`src/rtl/multiword_adder_seq.sv`:
```
// Sequential WORDS x 16-bit adder driving one prefix_adder_16bit limb per cycle.
// Optional build macro MWADD_OVF_EN enables the registered signed-overflow flag.

module prefix_adder_16bit (
    input  logic [15:0] A,
    input  logic [15:0] B,
    input  logic        Cin,
    output logic [15:0] Sum,
    output logic        Cout
);
    logic [15:0] g;
    logic [15:0] p;
    logic [15:0] g_next;
    logic [15:0] p_next;
    logic [16:0] c;

    // Kogge-Stone prefix tree: four doubling levels, then fold in Cin per bit.
    always_comb begin
        g      = A & B;
        p      = A ^ B;
        g_next = '0;
        p_next = '0;
        for (int l = 0; l < 4; l++) begin
            g_next = g | (p & (g << (1 << l)));
            p_next = p & ((p << (1 << l)) | ((16'd1 << (1 << l)) - 16'd1));
            g      = g_next;
            p      = p_next;
        end
        c = {g | (p & {16{Cin}}), Cin};
    end

    assign Sum  = (A ^ B) ^ c[15:0];
    assign Cout = c[16];
endmodule

module multiword_adder_seq #(
    parameter int WORDS = 4
) (
    input  logic                  clk,
    input  logic                  rst_n,
    input  logic                  in_valid,
    output logic                  in_ready,
    input  logic [16*WORDS-1:0]   A,
    input  logic [16*WORDS-1:0]   B,
    input  logic                  Cin,
    output logic                  out_valid,
    input  logic                  out_ready,
    output logic [16*WORDS-1:0]   Sum,
    output logic                  Cout,
    output logic                  Overflow
);
    localparam int W  = 16 * WORDS;
    localparam int CW = $clog2(WORDS);

    typedef enum logic [1:0] {IDLE, ADD, DONE} state_t;

    state_t         state;
    logic [W-1:0]   op_a;
    logic [W-1:0]   op_b;
    logic [W-1:0]   sum_r;
    logic [CW-1:0]  cnt;
    logic           carry;
    logic           cout_r;
    logic           in_ready_r;
    logic           out_valid_r;
    logic [15:0]    limb_sum;
    logic           limb_cout;
`ifdef MWADD_OVF_EN
    logic           a_top;
    logic           b_top;
    logic           ovf_r;
`endif

    prefix_adder_16bit u_limb (
        .A    (op_a[15:0]),
        .B    (op_b[15:0]),
        .Cin  (carry),
        .Sum  (limb_sum),
        .Cout (limb_cout)
    );

    always_ff @(posedge clk or negedge rst_n) begin
        if (!rst_n) begin
            state       <= IDLE;
            op_a        <= '0;
            op_b        <= '0;
            sum_r       <= '0;
            cnt         <= '0;
            carry       <= 1'b0;
            cout_r      <= 1'b0;
            in_ready_r  <= 1'b1;
            out_valid_r <= 1'b0;
`ifdef MWADD_OVF_EN
            a_top       <= 1'b0;
            b_top       <= 1'b0;
            ovf_r       <= 1'b0;
`endif
        end else begin
            case (state)
                IDLE: begin
                    if (in_valid) begin
                        op_a       <= A;
                        op_b       <= B;
                        carry      <= Cin;
                        cnt        <= '0;
                        in_ready_r <= 1'b0;
                        state      <= ADD;
`ifdef MWADD_OVF_EN
                        a_top      <= A[W-1];
                        b_top      <= B[W-1];
`endif
                    end
                end
                ADD: begin
                    // Limbs enter at the top so limb 0 ends up at the bottom after WORDS shifts.
                    sum_r <= {limb_sum, sum_r[W-1:16]};
                    carry <= limb_cout;
                    op_a  <= op_a >> 16;
                    op_b  <= op_b >> 16;
                    cnt   <= cnt + 1'b1;
                    if (cnt == CW'(WORDS - 1)) begin
                        state       <= DONE;
                        out_valid_r <= 1'b1;
                        cout_r      <= limb_cout;
`ifdef MWADD_OVF_EN
                        ovf_r       <= a_top ^ b_top ^ limb_sum[15] ^ limb_cout;
`endif
                    end
                end
                DONE: begin
                    if (out_ready) begin
                        state       <= IDLE;
                        out_valid_r <= 1'b0;
                        in_ready_r  <= 1'b1;
                    end
                end
                default: begin
                    state <= IDLE;
                end
            endcase
        end
    end

    assign in_ready  = in_ready_r;
    assign out_valid = out_valid_r;
    assign Sum       = sum_r;
    assign Cout      = cout_r;
`ifdef MWADD_OVF_EN
    assign Overflow  = ovf_r;
`else
    assign Overflow  = 1'b0;
`endif
endmodule
```
`config.mk`:
```
export PLATFORM = sky130hd
export DESIGN_NAME = multiword_adder_seq
export DESIGN_NICKNAME = d
export VERILOG_FILES = /design/src/rtl/multiword_adder_seq.sv
export SDC_FILE = /design/constraint.sdc
export NUM_CORES = 1
export LEC_CHECK = 0
export BUFFER_PORTS_ARGS = -buffer_cell sky130_fd_sc_hd__buf_2
export CAP_MARGIN = 20
export CORE_AREA = 2 2 95 189
export CTS_CLUSTER_SIZE = 10
export DETAILED_ROUTE_END_ITERATION = 8
export DIE_AREA = 0 0 97 191
export PLACE_DENSITY = 0.88
export SLEW_MARGIN = 20
export SYNTH_ARGS = -nofsm -noshare
export SYNTH_HDL_FRONTEND = slang
export SYNTH_SLANG_ARGS = --single-unit
```
`constraint.sdc`:
```
create_clock -name clk -period 2.2 [get_ports clk]
set_input_delay 0.11 -clock clk [delete_from_list [all_inputs] [get_ports clk]]
set_output_delay 0.11 -clock clk [all_outputs]
set_load 0.05 [all_outputs]
```
* After elaboration in Yosys (flattened, before gate mapping)
Index checks and enable logic that the tools add are counted.
** Storage, ports and cells
- Register bits :: 200
- Input port bits :: 133
- Logic and storage cells :: 60
** Operators by class
- $add $sub $neg :: 1
- Eq/ne operators :: 6
- Muxes and demuxes :: 18
- Bitwise operators :: 17
- Reductions and logical operators :: 9
** Operator list (count)
- $pmux W64 S2 :: 2
- $and A16 B16 Y16 :: 10
- $mux W64 :: 2
- $or A16 B16 Y16 :: 5
- $xor A16 B16 Y16 :: 2
- $reduce_and A3 Y1 :: 3
- $mux W2 :: 4
- $ne A2 B2 Y1 const B :: 3
- $pmux W1 S2 :: 3
- $pmux W2 S3 :: 1
- $reduce_bool A2 Y1 :: 3
- $mux W1 :: 5
- $eq A2 B2 Y1 const B :: 2
- $pmux W2 S2 :: 1
- $reduce_and A2 Y1 :: 2
- $add A2 B1 Y2 const B :: 1
- $eq A2 B1 Y1 const B :: 1
- $logic_not A2 Y1 :: 1

* Longest topological paths before layout
- Depth in word-level cells :: 11
- Depth in mapped cells :: 8

* Hierarchy
From an unflattened synthesis, not the netlist that was laid out.
** Unflattened totals
- Cells, all modules :: 964
- Area, all modules :: 9141.3 µm²
** By module, submodules not included
- multiword_adder_seq :: instances 1, cells an instance 858, area an instance 8368.0 µm²
- prefix_adder_16bit :: instances 1, cells an instance 106, area an instance 773.2 µm²

* Worst setup path after synthesis
OpenSTA, ideal clock, no wires.
- Kind :: reg-to-reg
- Start :: reg op_a[8]
- End :: reg cout_r, in the netlist Cout
- Library setup time :: 0.134 ns
- Arrival :: 1.750 ns
- Path slack :: 0.316 ns
- Stages on the path, launching flop included :: 8
- Path buffers :: 0
- Period minus slack after synthesis :: 1.884 ns
- Cell sequence :: dfrtp_1 > ha_1 > o21ai_0 > a21oi_1 > a21oi_1 > nand2_2 > a2111oi_2 > o31ai_1
** Between the ends
- Word-level cells in the longest chain between the ends :: 9
- Elaborated cells between the ends (all ways) :: 16
- Those cells by class :: bitwise: 16
** RTL lines
- from (decl) :: line 58 : logic [W-1:0] op_a;
- from (signal assigned) :: line 118 : op_a <= op_a >> 16;
- $and A16 B16 Y16 :: line 19 : g = A & B;
- $and A16 B16 Y16 :: line 24 : g_next = g | (p & (g << (1 << l)));
- $or A16 B16 Y16 :: line 24
- $and A16 B16 Y16 :: line 24
- $or A16 B16 Y16 :: line 24
- $and A16 B16 Y16 :: line 24
- $or A16 B16 Y16 (2 in series) :: line 24
- $or A16 B16 Y16 * :: line 29 : c = {g | (p & {16{Cin}}), Cin};
- to (signal assigned) :: line 124 : cout_r <= limb_cout;
- to (decl) :: line 63 : logic cout_r;
Mark *: on every way between the ends. The rest lies on a longest branch, timed or not.
A chain may end at the register's enable or synchronous reset.

* Final worst setup path
- Start :: reg op_a[7]
- End :: reg sum_r[60], in the netlist Sum[60]
** Between the ends
- Word-level cells in the longest chain between the ends :: 9
- Elaborated cells between the ends (all ways) :: 17
- Those cells by class :: bitwise: 17
** RTL lines
- $xor A16 B16 Y16 :: line 20 : p = A ^ B;
- $and A16 B16 Y16 (on tied branches) :: line 24, 25
- $or A16 B16 Y16 / $and A16 B16 Y16 (equally long branches) :: line 24
- $or A16 B16 Y16 :: line 24
- $and A16 B16 Y16 :: line 24
- $or A16 B16 Y16 (2 in series) :: line 24
- $or A16 B16 Y16 * :: line 29
- $xor A16 B16 Y16 * :: line 32 : assign Sum = (A ^ B) ^ c[15:0];
- to (signal assigned) :: line 116 : sum_r <= {limb_sum, sum_r[W-1:16]};
- to (decl) :: line 60 : logic [W-1:0] sum_r;
Marks and branches as above.

==> summary.md <==
| Metric | Value |
|---|---|
| Design area | `about 12000 um^2` |
| Vias in the first global route | `8976` |
| Period Utilization, post-route | `between 90 and 100%` |
| Share of cells above drive strength 1 | `between 20 and 25%` |
| Ys flop type | `dfrtp_1` |
| Routed vias/inst | `6.32` |
| Netlist Area Pre-Place | `around 9000 um^2` |
| Final setup vio count | `0` |
| Die span in y | `around 190 um` |
| Critical Path AT | `2.40 ns` |
| FF-to-FF setup slack | `between 0.1 and 0.15 ns` |
| Critical Path End | `Sum[60]$_DFFE_PN0P_` |
| Synth async-reset ratio | `between 90% and 100%` |
| Port bufs | `between 150 and 200` |
| # DRC | `0` |
| Most frequent cells in the layout | `dfrtp_1, buf_2, o22ai_1, nand2_1, a21oi_1` |
| Area Growth Syn to Fin | `32.9%` |
| Post-Place Cell Area | `between 10000 and 15000 um^2` |
| Ports | `201` |
| Synthesized flop and latch total | `200` |
| Core Util, Final | `a little over two thirds` |
| Cells after Synth | `around 930` |
| Die W | `97 um` |
| Worst slew pin tran | `a little over 0.7 ns` |
| Hold_ws | `-0.000747 ns` |
| H-tree depth | `4` |
| Synth cell types | `50` |
| CP Launch Point | `op_a[7]$_DFFE_PN0P_` |
| Cell Rows | `68` |
| Worst ir drop on vdd | `890 uV` |
| All-Layer GR Usage | `32.6%` |
| Post-Syn Nets | `between 1000 and 1500` |
| Sequential area share after synthesis | `around 55%` |
| Maximum clock insertion buffer count | `2` |
| Die area | `about 19000 um^2` |
| Filler cells | `1143` |
| Post-synth top area share | `between 50% and 60%` |
| Drt first pass iters | `8` |
| Synth area leaders | `dfrtp_1, o22ai_1, nand2_1` |
| Critical path class | `reg2reg` |
| Dominant cell type by area after synthesis | `dfrtp_1` |
| Largest fanout on the critical path | `8` |
| Worst clock skew | `between 0.01 and 0.015 ns` |
| Pwr dens | `between 1500 and 2000 nW/um^2` |
| First DRT Iteration DRCs | `around 940` |
| Detailed Place HPWL | `about 19000 um` |
| Synth Warn # | `0` |
| Synthesized area per cell | `slightly below 10 um^2` |
| Antenna violations before repair | `1` |
| Largest net degree at the start of global routing | `98` |
| Routed len/inst | `approximately 21 um` |
| Required time of the critical path | `about 2.5 ns` |
| Slew headroom | `52.1%` |
| Worst Hold Class | `in2reg` |
| Worst setup SP type | `register` |
| CTS buffer count | `17` |
| Leak | `between 0.005 and 0.006 uW` |
| Max-cap viol count | `0` |
| DRT Wirelength | `approximately 31000 um` |
| RePlAce Congestion | `0.949` |
| Most common cell after layout, fill and taps aside | `dfrtp_1` |
| Final nets | `~1400` |
| Fin Setup TNS | `0 ns` |
| CTS clk-pin slew, worst paths | `0.08 ns` |
| R2r endpoint | `Sum[60]$_DFFE_PN0P_` |
| Vias | `~9100` |
| Total gr overflow | `0` |
| Crit end category | `register` |
| Global-route wire length before repair | `47700 um` |
| Root buffer cell | `clkbuf_16` |
| Period minus WS final | `roughly 2.1 ns` |
| Fmax | `just under 500 MHz` |
| Failing checks | `negative hold slack` |
| Clock Latency Late Sink | `0.45 ns` |
| Clock sink total | `200` |
| ANT nets after route | `0` |
| Status | `complete, but fails checks` |
| R2R depth | `8` |
| CTS tree | `built` |
| Reg-to-Reg Start | `op_a[7]$_DFFE_PN0P_` |
| Post-synth EDFFs | `0` |
| Final Max Tran Viols | `0` |
| Core ar. | `~17000 um^2` |
| Initial Utilization | `about 53%` |
| Final Hold Fails | `1` |
worst min path at each step:
stage	startpoint	endpoint	cells after the start
2_1_floorplan	rst_n	Cout$_DFFE_PN0P_	0
3_3_place_gp	rst_n	Sum[14]$_DFFE_PN0P_	1
3_5_place_dp	rst_n	Sum[0]$_DFFE_PN0P_	1
4_1_cts	A[13]	op_a[13]$_DFFE_PN0P_	3
5_1_grt	A[13]	op_a[13]$_DFFE_PN0P_	3
6_report	A[13]	op_a[13]$_DFFE_PN0P_	3
flip-flops by register name (all words and copies together), names as in the netlist:
| register | count |
|---|---|
| Cout | 1 |
| cnt | 2 |
| Sum | 64 |
| in_ready | 1 |
| carry | 1 |
| out_valid | 1 |
| op_a | 64 |
| state | 2 |
| op_b | 64 |
cell type report:
type,count,area (um^2),share of cell area (%)
diodes,1,2.50,0.0207
multi-input cells,643,3710,30.7
clock buffers,17,425,3.53
flip-flops and latches,200,5010,41.5
clock inverters,15,191,1.59
repair buffers,337,2430,20.2
inverters,9,35.0,0.290
well taps,210,263,2.18
metal layers:
layer / part of all wire, % / vias up / GRT usage (%)
li1: - / 4016 / -
met1: 37 / 4386 / 39.9
met2: 51 / 547 / 55.0
met3: 7.6 / 103 / 6.62
met4: 4.7 / 0 / 16.1
met5: 0 / - / 0
cells by family (layout without fill, tap and decap cells):
group	Yosys count	in the layout	synth area share [%]
muxes	1	1	0.124
DFF	200	200	55.2
xor gates and xnor gates	12	12	1.16
buffers and inverters	88	378	4.47
AOI/OAI and AO/OA	393	393	26.8
other	1	2	0.0413
adders and majority gates	18	18	2.57
and+or+nand+nor	218	218	9.65
cells in the mapped netlist (3+ instances only):
cell	n
o211ai_1	4
nand4_1	6
nand3_1	3
a21oi_1	118
buf_2	8
buf_1	7
ha_1	17
o21ai_0	21
o31ai_1	4
inv_1	8
a22o_1	33
o22ai_1	193
clkbuf_1	57
xnor2_1	11
nand2_1	187
nor3_1	3
nor2_1	13
dfrtp_1	199
where the power goes:
part	internal (uW)	switching (uW)	leakage, uW
logic	3920	7510	0.00287
registers	5450	1660	0.00243
clock network	1570	1670	0.000301
total	10900	10800	0.00560
through the flow:
stage                     setup slack [ns]  power (uW)  instances
after CTS                           0.0800       21400       1429
after detailed placement            0.0992       18000       1283
final                                0.130       21800       1432
after global placement               0.162       17600       1283
after global routing             -0.000708       23100       1432
after floorplan                      0.316       14900        931
repair_timing:
action,4_1_cts,5_1_grt
setup endpoints to repair,0,5
buffers inserted,0,1
hold endpoints to repair,169,1
hold buffers,114,1
gates resized for setup,0,5
critical path, stage by stage, from the launching register on:
cell and delay [ns]:
dfrtp_1 0.41, ha_1 0.44, and3_4 0.27, nand4_4 0.13, a311o_1 0.31, nand2_2 0.10
buf_4 0.12, xnor2_1 0.10, o21ai_0 0.08
Power figures use the tool's default switching activity.
